$ cat src/rtl/clock_pkg.sv
// Shared types and constants for the programmable clock divider.
package clock_pkg;

    typedef enum logic [1:0] {
        ST_IDLE  = 2'b00,
        ST_RUN   = 2'b01,
        ST_DRAIN = 2'b10
    } state_t;

    localparam int DEF_DIV_WIDTH = 8;
    localparam int DEF_CNT_WIDTH = 16;
    localparam int MIN_RATIO     = 1;

endpackage

$ cat src/rtl/clock_div_counter.sv
// Period counter for the clock divider; flags the last cycle of a period
// and the point where the divided clock drops to its low half.
module clock_div_counter
    import clock_pkg::*;
#(
    parameter int DIV_WIDTH = DEF_DIV_WIDTH
) (
    input  logic                 clk,
    input  logic                 rst_n,
    input  logic                 run,
    input  logic [DIV_WIDTH-1:0] ratio,
    output logic                 at_wrap,
    output logic                 at_half
);

    logic [DIV_WIDTH-1:0] cnt_r;
    logic [DIV_WIDTH:0]   cnt_inc_s;
    logic [DIV_WIDTH:0]   ratio_inc_s;
    logic [DIV_WIDTH:0]   half_s;
    logic [DIV_WIDTH:0]   last_s;

    // ratio is never zero here, so last_s cannot underflow; half_s = ceil(ratio/2)
    always_comb begin
        cnt_inc_s   = {1'b0, cnt_r} + {{DIV_WIDTH{1'b0}}, 1'b1};
        ratio_inc_s = {1'b0, ratio} + {{DIV_WIDTH{1'b0}}, 1'b1};
        half_s      = {1'b0, ratio_inc_s[DIV_WIDTH:1]};
        last_s      = {1'b0, ratio} - {{DIV_WIDTH{1'b0}}, 1'b1};
        at_wrap     = ({1'b0, cnt_r} == last_s);
        at_half     = (cnt_inc_s == half_s) && !at_wrap;
    end

    // Counter held at zero while stopped, wraps on the last cycle of the period
    always_ff @(posedge clk or negedge rst_n) begin
        if (!rst_n) begin
            cnt_r <= '0;
        end else if (!run) begin
            cnt_r <= '0;
        end else if (at_wrap) begin
            cnt_r <= '0;
        end else begin
            cnt_r <= cnt_inc_s[DIV_WIDTH-1:0];
        end
    end

endmodule

$ cat src/rtl/clock_divider.sv
// Programmable clock divider: Tick enable pulse, Clk_Div observation clock,
// run/drain control and boundary-aligned ratio loads.
// Optional tick counter enabled by defining CLOCK_DIVIDER_TICK_COUNT_EN.
module clock_divider
    import clock_pkg::*;
#(
    parameter int DIV_WIDTH = DEF_DIV_WIDTH,
    parameter int DIV_RESET = 2,
    parameter int CNT_WIDTH = DEF_CNT_WIDTH
) (
    input  logic                 Clk,
    input  logic                 Resetn,
    input  logic                 Enable,
    input  logic [DIV_WIDTH-1:0] Div,
    input  logic                 Load,
    output logic                 Tick,
    output logic                 Clk_Div,
    output logic                 Running,
    output logic                 Load_Ack,
    output logic [CNT_WIDTH-1:0] Tick_Count
);

    localparam logic [DIV_WIDTH-1:0] RATIO_RST = DIV_WIDTH'(DIV_RESET);
    localparam logic [DIV_WIDTH-1:0] RATIO_MIN = DIV_WIDTH'(MIN_RATIO);

    function automatic logic [DIV_WIDTH-1:0] eff_ratio(input logic [DIV_WIDTH-1:0] d);
        if (d < RATIO_MIN) begin
            eff_ratio = RATIO_MIN;
        end else begin
            eff_ratio = d;
        end
    endfunction

    state_t               state_r;
    logic [DIV_WIDTH-1:0] ratio_r;
    logic [DIV_WIDTH-1:0] pend_div_r;
    logic                 pend_r;
    logic                 tick_r;
    logic                 clk_div_r;
    logic                 running_r;
    logic                 load_ack_r;
    logic                 run_s;
    logic                 apply_s;
    logic                 at_wrap_s;
    logic                 at_half_s;

    // A pending ratio lands immediately when idle, otherwise only at a period boundary
    always_comb begin
        run_s = (state_r != ST_IDLE);
        if (state_r == ST_IDLE) begin
            apply_s = pend_r;
        end else begin
            apply_s = pend_r && at_wrap_s;
        end
    end

    clock_div_counter #(
        .DIV_WIDTH (DIV_WIDTH)
    ) u_counter (
        .clk     (Clk),
        .rst_n   (Resetn),
        .run     (run_s),
        .ratio   (ratio_r),
        .at_wrap (at_wrap_s),
        .at_half (at_half_s)
    );

    // Pending ratio capture; a Load on the applying edge stays pending for the next boundary
    always_ff @(posedge Clk or negedge Resetn) begin
        if (!Resetn) begin
            pend_div_r <= '0;
            pend_r     <= 1'b0;
        end else if (Load) begin
            pend_div_r <= Div;
            pend_r     <= 1'b1;
        end else if (apply_s) begin
            pend_r     <= 1'b0;
        end else begin
            pend_r     <= pend_r;
        end
    end

    // Active ratio update and its acknowledge pulse
    always_ff @(posedge Clk or negedge Resetn) begin
        if (!Resetn) begin
            ratio_r    <= RATIO_RST;
            load_ack_r <= 1'b0;
        end else begin
            load_ack_r <= apply_s;
            if (apply_s) begin
                ratio_r <= eff_ratio(pend_div_r);
            end else begin
                ratio_r <= ratio_r;
            end
        end
    end

    // Run/drain FSM with registered Tick, Clk_Div and Running
    always_ff @(posedge Clk or negedge Resetn) begin
        if (!Resetn) begin
            state_r   <= ST_IDLE;
            tick_r    <= 1'b0;
            clk_div_r <= 1'b0;
            running_r <= 1'b0;
        end else begin
            case (state_r)
                ST_IDLE: begin
                    tick_r    <= 1'b0;
                    clk_div_r <= 1'b0;
                    if (Enable) begin
                        state_r   <= ST_RUN;
                        running_r <= 1'b1;
                    end else begin
                        state_r   <= ST_IDLE;
                        running_r <= 1'b0;
                    end
                end
                ST_RUN, ST_DRAIN: begin
                    tick_r <= at_wrap_s;
                    if (at_wrap_s && (state_r == ST_DRAIN) && !Enable) begin
                        state_r   <= ST_IDLE;
                        running_r <= 1'b0;
                        clk_div_r <= 1'b0;
                    end else begin
                        state_r   <= Enable ? ST_RUN : ST_DRAIN;
                        running_r <= 1'b1;
                        if (at_wrap_s) begin
                            clk_div_r <= 1'b1;
                        end else if (at_half_s) begin
                            clk_div_r <= 1'b0;
                        end else begin
                            clk_div_r <= clk_div_r;
                        end
                    end
                end
                default: begin
                    state_r   <= ST_IDLE;
                    tick_r    <= 1'b0;
                    clk_div_r <= 1'b0;
                    running_r <= 1'b0;
                end
            endcase
        end
    end

`ifdef CLOCK_DIVIDER_TICK_COUNT_EN
    logic [CNT_WIDTH-1:0] tick_cnt_r;
    logic                 tick_next_s;

    always_comb begin
        tick_next_s = run_s && at_wrap_s;
    end

    // Counts every issued Tick; the count already includes the Tick being raised
    always_ff @(posedge Clk or negedge Resetn) begin
        if (!Resetn) begin
            tick_cnt_r <= '0;
        end else if (tick_next_s) begin
            tick_cnt_r <= tick_cnt_r + CNT_WIDTH'(1);
        end else begin
            tick_cnt_r <= tick_cnt_r;
        end
    end

    assign Tick_Count = tick_cnt_r;
`else
    assign Tick_Count = '0;
`endif

    assign Tick     = tick_r;
    assign Clk_Div  = clk_div_r;
    assign Running  = running_r;
    assign Load_Ack = load_ack_r;

endmodule
$ cat config.mk
export PLATFORM = sky130hd
export DESIGN_NAME = clock_divider
export DESIGN_NICKNAME = d
export VERILOG_FILES = /design/src/rtl/clock_pkg.sv /design/src/rtl/clock_div_counter.sv /design/src/rtl/clock_divider.sv
export SDC_FILE = /design/constraint.sdc
export NUM_CORES = 1
export LEC_CHECK = 0
export ABC_AREA = 1
export ABC_CLOCK_PERIOD_IN_PS = 1850
export BUFFER_PORTS_ARGS = -buffer_cell sky130_fd_sc_hd__buf_2
export CAP_MARGIN = 25
export CORE_ASPECT_RATIO = 1.1
export CORE_MARGIN = 2
export CORE_UTILIZATION = 45
export DETAILED_ROUTE_END_ITERATION = 12
export PLACE_DENSITY = 0.68
export RECOVER_POWER = 100
export SYNTH_ARGS = -nofsm -noshare
export SYNTH_HDL_FRONTEND = slang
export SYNTH_SLANG_ARGS = --single-unit
$ cat constraint.sdc
create_clock -name Clk -period 1.85 [get_ports Clk]
set_input_delay 0.37 -clock Clk [delete_from_list [all_inputs] [get_ports Clk]]
set_output_delay 0.37 -clock Clk [all_outputs]
set_load 0.01 [all_outputs]
* Yosys cells after proc, flatten, opt, wreduce, memory -nomap -nowiden
Cells that the tools add are included.
** Cells by class
- Add/sub/neg operators :: 3
- Magnitude comparators :: 1
- Eq/ne operators :: 5
- Multiplexer cells :: 18
- Reduce and logical (&&, ||, !) cells :: 10
** Operators with widths (number)
- $mux 8 :: 3
- $add 8x1->9 const B :: 2
- $mux 1 :: 11
- $eq 8x9->1 :: 1
- $eq 9x8->1 :: 1
- $sub 8x1->9 const B :: 1
- $lt 8x1->1 const B :: 1
- $logic_and 1x1->1 :: 4
- $mux 2 :: 2
- $ne 4x4->1 const B :: 1
- $pmux 2 s2 :: 1
- $reduce_bool 2->1 :: 2
- $eq 2x1->1 const B :: 1
- $eq 2x2->1 const B :: 1
- $logic_not 1->1 :: 2
- $logic_not 2->1 :: 1
- $pmux 1 s2 :: 1
- $reduce_or 2->1 :: 1
** Storage, ports and cells
- Flip-flop bits (word level) :: 31
- Bits of input ports :: 12
- Output and inout bits :: 20
- Logic and storage cells :: 46

* Logic depth before layout (Yosys ltp)
- Word-level depth :: 8
- Mapped depth :: 15
- Mapped depth without buffers :: 15

* By module
A second synthesis with hierarchy kept.
** Second synthesis, totals
- Cell total of the unflattened synthesis :: 319
- Area total of the unflattened synthesis :: 2227.1 um2
** By module, submodules not included
- clock_div_counter :: times used 1, cells each 204, area each 1129.8 um2, sequential area each 200.2 um2
- clock_divider :: times used 1, cells each 115, area each 1097.3 um2, sequential area each 576.8 um2

* Least setup slack after synthesis
Ideal clock, no wire load.
- Path kind :: reg-to-reg
- Start point :: reg ratio_r[1]
- End point :: reg ratio_r[0]
- Library setup time :: 0.117 ns
- Arrival time :: 1.825 ns
- Required time :: 1.733 ns
- Slack :: -0.092 ns
- Stages on the path, launching flop included :: 16
- Buffers on the path :: 0
- Clock period less this slack :: 1.942 ns
- Cell sequence :: dfstp_2 -> inv_1 -> ha_1 -> inv_1 -> nand2_1 -> nand2_1 -> nor2_1 -> nand3_1 -> nor2_1 -> nand3_1 -> nor2_4 -> inv_2 -> nand2_8 -> nand2_4 -> nand2_1 -> nand2_1
** On the way
- Longest elaborated chain between the ends :: 4
** Ends and longest elaborated chain
- from (decl) :: line clock_divider.sv:35 : logic [DIV_WIDTH-1:0] ratio_r;
- from (signal assigned) :: line clock_divider.sv:91 : ratio_r <= eff_ratio(pend_div_r);
- from (signal assigned) :: line clock_divider.sv:93 : ratio_r <= ratio_r;
- $sub 8x1->9 :: line clock_div_counter.sv:27 : last_s = {1'b0, ratio} - {{DIV_WIDTH{1'b0}}, 1'b1};
- $eq 8x9->1 :: line clock_div_counter.sv:28 : at_wrap = ({1'b0, cnt_r} == last_s);
- $logic_and 1x1->1 :: line clock_divider.sv:53 : apply_s = pend_r && at_wrap_s;
- $mux 1 :: line clock_divider.sv:50 : if (state_r == ST_IDLE) begin
No other way between the ends.
A chain may end at the register's enable or synchronous reset.

* Final worst setup path
- Start point :: reg ratio_r[1]
- End point :: reg u_counter.cnt_r[2]
** On the way
- Longest elaborated chain between the ends :: 4
** Ends and longest elaborated chain
- $sub 8x1->9 :: line clock_div_counter.sv:27
- $eq 8x9->1 :: line clock_div_counter.sv:28
- $mux 8 :: line clock_div_counter.sv:38 : end else if (at_wrap) begin
- $mux 8 :: line clock_div_counter.sv:36 : end else if (!run) begin
- to (signal assigned) :: line clock_div_counter.sv:41 : cnt_r <= cnt_inc_s[DIV_WIDTH-1:0];
- to (decl) :: line clock_div_counter.sv:16 : logic [DIV_WIDTH-1:0] cnt_r;
No other way between the ends.

==> summary.md <==
| Metric | Value |
|---|---|
| Longest individual stage delay on the worst path | `0.54 ns` |
| Max Cap Viol | `1` |
| Outcome | `finished with violations` |
| Floorplan die area | `5390 um^2` |
| Global route overflow | `0` |
| Root buffer cell | `sky130_fd_sc_hd__clkbuf_8` |
| Cell depth of the worst flop-to-flop path | `14` |
| Flip-flop and latch count after synthesis | `31` |
| Max-slew violation count | `32` |
| Category of the worst setup path launch point | `flip-flop` |
| Upper clock frequency limit | `0.513 GHz` |
| Overall power after layout | `3.74 mW` |
| Slew of the pin with the lowest slew margin | `1.64 ns` |
| Total CTS buffers | `5` |
| Number of sinks driven by the clock tree | `31` |
| Violations in the final reports | `max-capacitance violations, max-slew violations, negative setup slack` |
| Mean post-synth cell area | `6.86 um^2` |
| Residual DRC | `0` |
| CP cell instances | `inv_2 > ha_4 > inv_2 > nand2_1 > nand2_1 > nor2_1 > nand3_1 > nor2_1 > nand3_2 > nor2_4 > inv_4 > nand2_8 > buf_12 > nor2_2` |
| Critical Path RT | `2.02 ns` |
| Hold endpoint | `pend_div_r[1]` |
| P per Cell Area | `1500 nW/um^2` |
| Relative contribution of the clock network to total power | `14.5%` |
| Routed length per placed instance | `10.6 um` |
| Detailed placer's ending HPWL | `3230 um` |
| Diode count | `0` |
| Global-route wire length before repair | `7460 um` |
| Clock tree from TritonCTS | `done` |
| CTS Buffer Depth | `2` |
| Number of antenna violations at the first check in global routing | `0` |
| Yosys cell types | `29` |
| Part of the power in registers | `28.9%` |
| Cell type of the slowest stage on the worst timing path | `sky130_fd_sc_hd__dfstp_2` |
| Start point of the worst hold path | `Div[1]` |
| IO Port Bufs | `15` |
| Met1 capacity usage during global routing | `21.3%` |
| Clock latency reported for the late side of the worst-skew pair | `0.29 ns` |
| Number of nets in the layout | `363` |
| Crit Reg-Reg Startpoint | `ratio_r[1]` |
| Sequential fraction of the synthesis area | `35.8%` |
| Worst Setup Path Type | `reg2reg` |
| Switching Fraction | `46.2%` |
| Initial Utilization | `46.6%` |
| Stages on worst setup path | `14` |
| Number of cells traversed by the worst hold path | `3` |
| Post-route fraction of the period consumed by the critical path | `105%` |
| Worst clock skew | `0.0102 ns` |
| Overall die width | `70.2 um` |
| Final weighted congestion in routability-driven placement | `0.778` |
| Number of standard-cell rows in the floorplan | `26` |
| Met2 layer usage reported by global route | `28.9%` |
| Share of layout cells above drive strength 1 | `18.6%` |
| Share of the core filled with cells in the final layout | `53.5%` |
| Wire length reported by the detailed router | `4250 um` |
| Setup slack after layout | `-0.101 ns` |
| Via count of the first global-routing pass | `1,749` |
| Gate power share | `56.6%` |
| Worst path buffer plus inverter count | `4` |
| Ratio of routed vias to standard cells | `4.67` |
| Die extent in y | `76.8 um` |
| Number of levels in the clock H-tree | `2` |
| Final setup violation count | `19` |
| Max FO, Critical Path | `8` |
| Core ar. | `4650 um^2` |
| Maximum vdd ir drop | `0.635 mV` |
| Crit path max-delay family | `simple AND/OR/NAND/NOR gates` |
| Internal Dissipation | `2.01 mW` |
| Count of yosys warnings during synthesis | `0` |
| Area of the mapped netlist | `2170 um^2` |
| Global-route met3 utilization | `3.15%` |
| Data arrival at the endpoint of the critical path | `2.12 ns` |
| Reg-to-reg critical path endpoint | `u_counter.cnt_r[2]` |
| P_sw | `1.73 mW` |
| # IOs | `32` |
| Setup slack of the most critical reg-to-reg path | `-0.10 ns` |
| Leak Pwr | `1.35 nW` |
| Relative max-transition margin | `-9.16%` |
| Length of the first detailed-routing pass in iterations | `4` |
| Critical Path End Type | `flip-flop` |
| Count of hold buffers inserted by post-cts repair | `0` |
| Number of vias in the routed layout | `1,873` |
| Pin count of the biggest net entering global routing | `32` |
| Minimum clock period after layout | `1.95 ns` |
| Fin. Hold Viols | `0` |
| GR peak layer | `met2` |
| Clock transition at path regs | `0.07 ns` |
| Crit. Startpoint | `ratio_r[1]` |
| Post-synthesis cell count | `316` |
| Layout overhead on the synthesized area | `14.7%` |
| Number of DRC markers after the initial detailed-route iteration | `77` |
| Antenna Violating Nets Remaining | `0` |
| Unrepaired setup endpoints after global routing | `true` |
| Global-route total usage across every layer | `17.3%` |
| HP Class | `in2reg` |
## flip-flops by register name, indices dropped and copies added, names as in the netlist
| signal | count |
|---|---|
| ratio_r | 8 |
| Clk_Div | 1 |
| Running | 1 |
| pend_r | 1 |
| state_r | 2 |
| u_counter.cnt_r | 8 |
| pend_div_r | 8 |
| Tick | 1 |
| Load_Ack | 1 |
## layer usage
layer	vias to the layer above	wire, um
met2	47	2090
met5	-	0
met1	818	1880
met4	0	115
li1	998	-
met3	10	164
## layout by cell type, fill, tap and decap left out, drive strengths merged, types with 2 or more instances in the layout
cell | netlist | final
a21oi | 3 | 3
buf | 21 | 23
clkbuf | 1 | 12
conb | 1 | 16
dfrtp | 30 | 30
ha | 6 | 6
inv | 46 | 46
nand2 | 119 | 119
nand3 | 30 | 30
nand4 | 8 | 8
nor2 | 31 | 31
o21ai | 10 | 10
xnor2 | 4 | 4
xor2 | 2 | 2
## worst min-delay path: cells and delay by family
| family | cells | cell delay (ns) |
|---|---|---|
| buffers and inverters | 1 | 0.07 |
| and+or+nand+nor | 2 | 0.09 |
## cell usage after synthesis
| cell type | instances | area share, % |
|---|---|---|
| sky130_fd_sc_hd__a211oi_1 | 1 | 0.35 |
| sky130_fd_sc_hd__a21oi_1 | 3 | 0.69 |
| sky130_fd_sc_hd__buf_2 | 2 | 0.46 |
| sky130_fd_sc_hd__buf_4 | 17 | 5.9 |
| sky130_fd_sc_hd__buf_6 | 2 | 1.0 |
| sky130_fd_sc_hd__clkbuf_1 | 1 | 0.17 |
| sky130_fd_sc_hd__conb_1 | 1 | 0.17 |
| sky130_fd_sc_hd__dfrtp_1 | 30 | 35 |
| sky130_fd_sc_hd__dfstp_2 | 1 | 1.2 |
| sky130_fd_sc_hd__ha_1 | 6 | 3.5 |
| sky130_fd_sc_hd__inv_1 | 41 | 7.1 |
| sky130_fd_sc_hd__inv_2 | 5 | 0.87 |
| sky130_fd_sc_hd__nand2_1 | 116 | 20 |
| sky130_fd_sc_hd__nand2_2 | 1 | 0.29 |
| sky130_fd_sc_hd__nand2_4 | 1 | 0.52 |
| sky130_fd_sc_hd__nand2_8 | 1 | 0.92 |
| sky130_fd_sc_hd__nand3_1 | 29 | 6.7 |
| sky130_fd_sc_hd__nand3_2 | 1 | 0.46 |
| sky130_fd_sc_hd__nand4_1 | 8 | 2.3 |
| sky130_fd_sc_hd__nor2_1 | 25 | 4.3 |
| sky130_fd_sc_hd__nor2_2 | 3 | 0.87 |
| sky130_fd_sc_hd__nor2_4 | 2 | 1.0 |
| sky130_fd_sc_hd__nor2_8 | 1 | 0.92 |
| sky130_fd_sc_hd__nor3_1 | 1 | 0.23 |
| sky130_fd_sc_hd__o21ai_0 | 9 | 2.1 |
| sky130_fd_sc_hd__o21ai_2 | 1 | 0.40 |
| sky130_fd_sc_hd__o41ai_1 | 1 | 0.40 |
| sky130_fd_sc_hd__xnor2_1 | 4 | 1.6 |
| sky130_fd_sc_hd__xor2_1 | 2 | 0.81 |
## power groups by stage
| stage | combinational [mW] | clock [mW] | sequential (mW) |
|---|---|---|---|
| after floorplan | 1.54 | 0 | 1.01 |
| final | 2.12 | 0.541 | 1.08 |
| after global routing | 2.40 | 0.594 | 1.11 |
| after CTS | 2.04 | 0.554 | 1.08 |
| after detailed placement | 1.96 | 0 | 1.09 |
| after global placement | 1.93 | 0 | 1.08 |
## cell type report
| type | instances | area [um^2] |
|---|---|---|
| inverters | 46 | 175 |
| multi-input cells | 232 | 1190 |
| flip-flops and latches | 31 | 777 |
| repair buffers | 29 | 185 |
| clock buffers | 6 | 82.6 |
| clock inverters | 1 | 5.00 |
| fillers | 475 | 2160 |
| well taps | 56 | 70.1 |
## through the flow
stage	cell area, um^2	setup TNS [ns]	instances	hold slack (ns)	setup slack [ns]
after floorplan	2240	-0.145	331	0.0744	-0.0243
after global placement	2320	-0.903	392	0.451	-0.0696
after detailed placement	2320	-1.37	392	0.455	-0.0994
after CTS	2450	-1.86	400	0.146	-0.117
after global routing	2490	-4.28	401	0.292	-0.231
final	2490	-1.43	401	0.285	-0.101
## cells by family (layout without fill, tap and decap cells)
logic type / Yosys count / after routing / share of synthesized area (%)
xor+xnor: 6 / 6 / 2.42
compound gates: 15 / 15 / 3.92
buf+inv: 68 / 82 / 15.5
simple gates: 189 / 189 / 38.7
other cells: 1 / 16 / 0.173
flops: 31 / 31 / 35.8
fa+ha+maj: 6 / 6 / 3.46
## repair_timing
| item | CTS | global route |
|---|---|---|
| resized for setup | 10 | 11 |
| pin swaps | 1 | 3 |
| hold endpoints to repair | 0 | 0 |
| setup buffers | 1 | 1 |
| endpoints found under the setup margin | 20 | 22 |
## worst max-delay path by stage
stage,slack [ns],endpoint
finish,-0.10,u_counter.cnt_r[2]
global route,-0.23,ratio_r[5]
CTS,-0.12,ratio_r[7]
detailed placement,-0.1,ratio_r[7]
global placement,-0.07,ratio_r[3]
floorplan,-0.02,ratio_r[7]
Note: power is estimated with default switching activity, not from simulation.
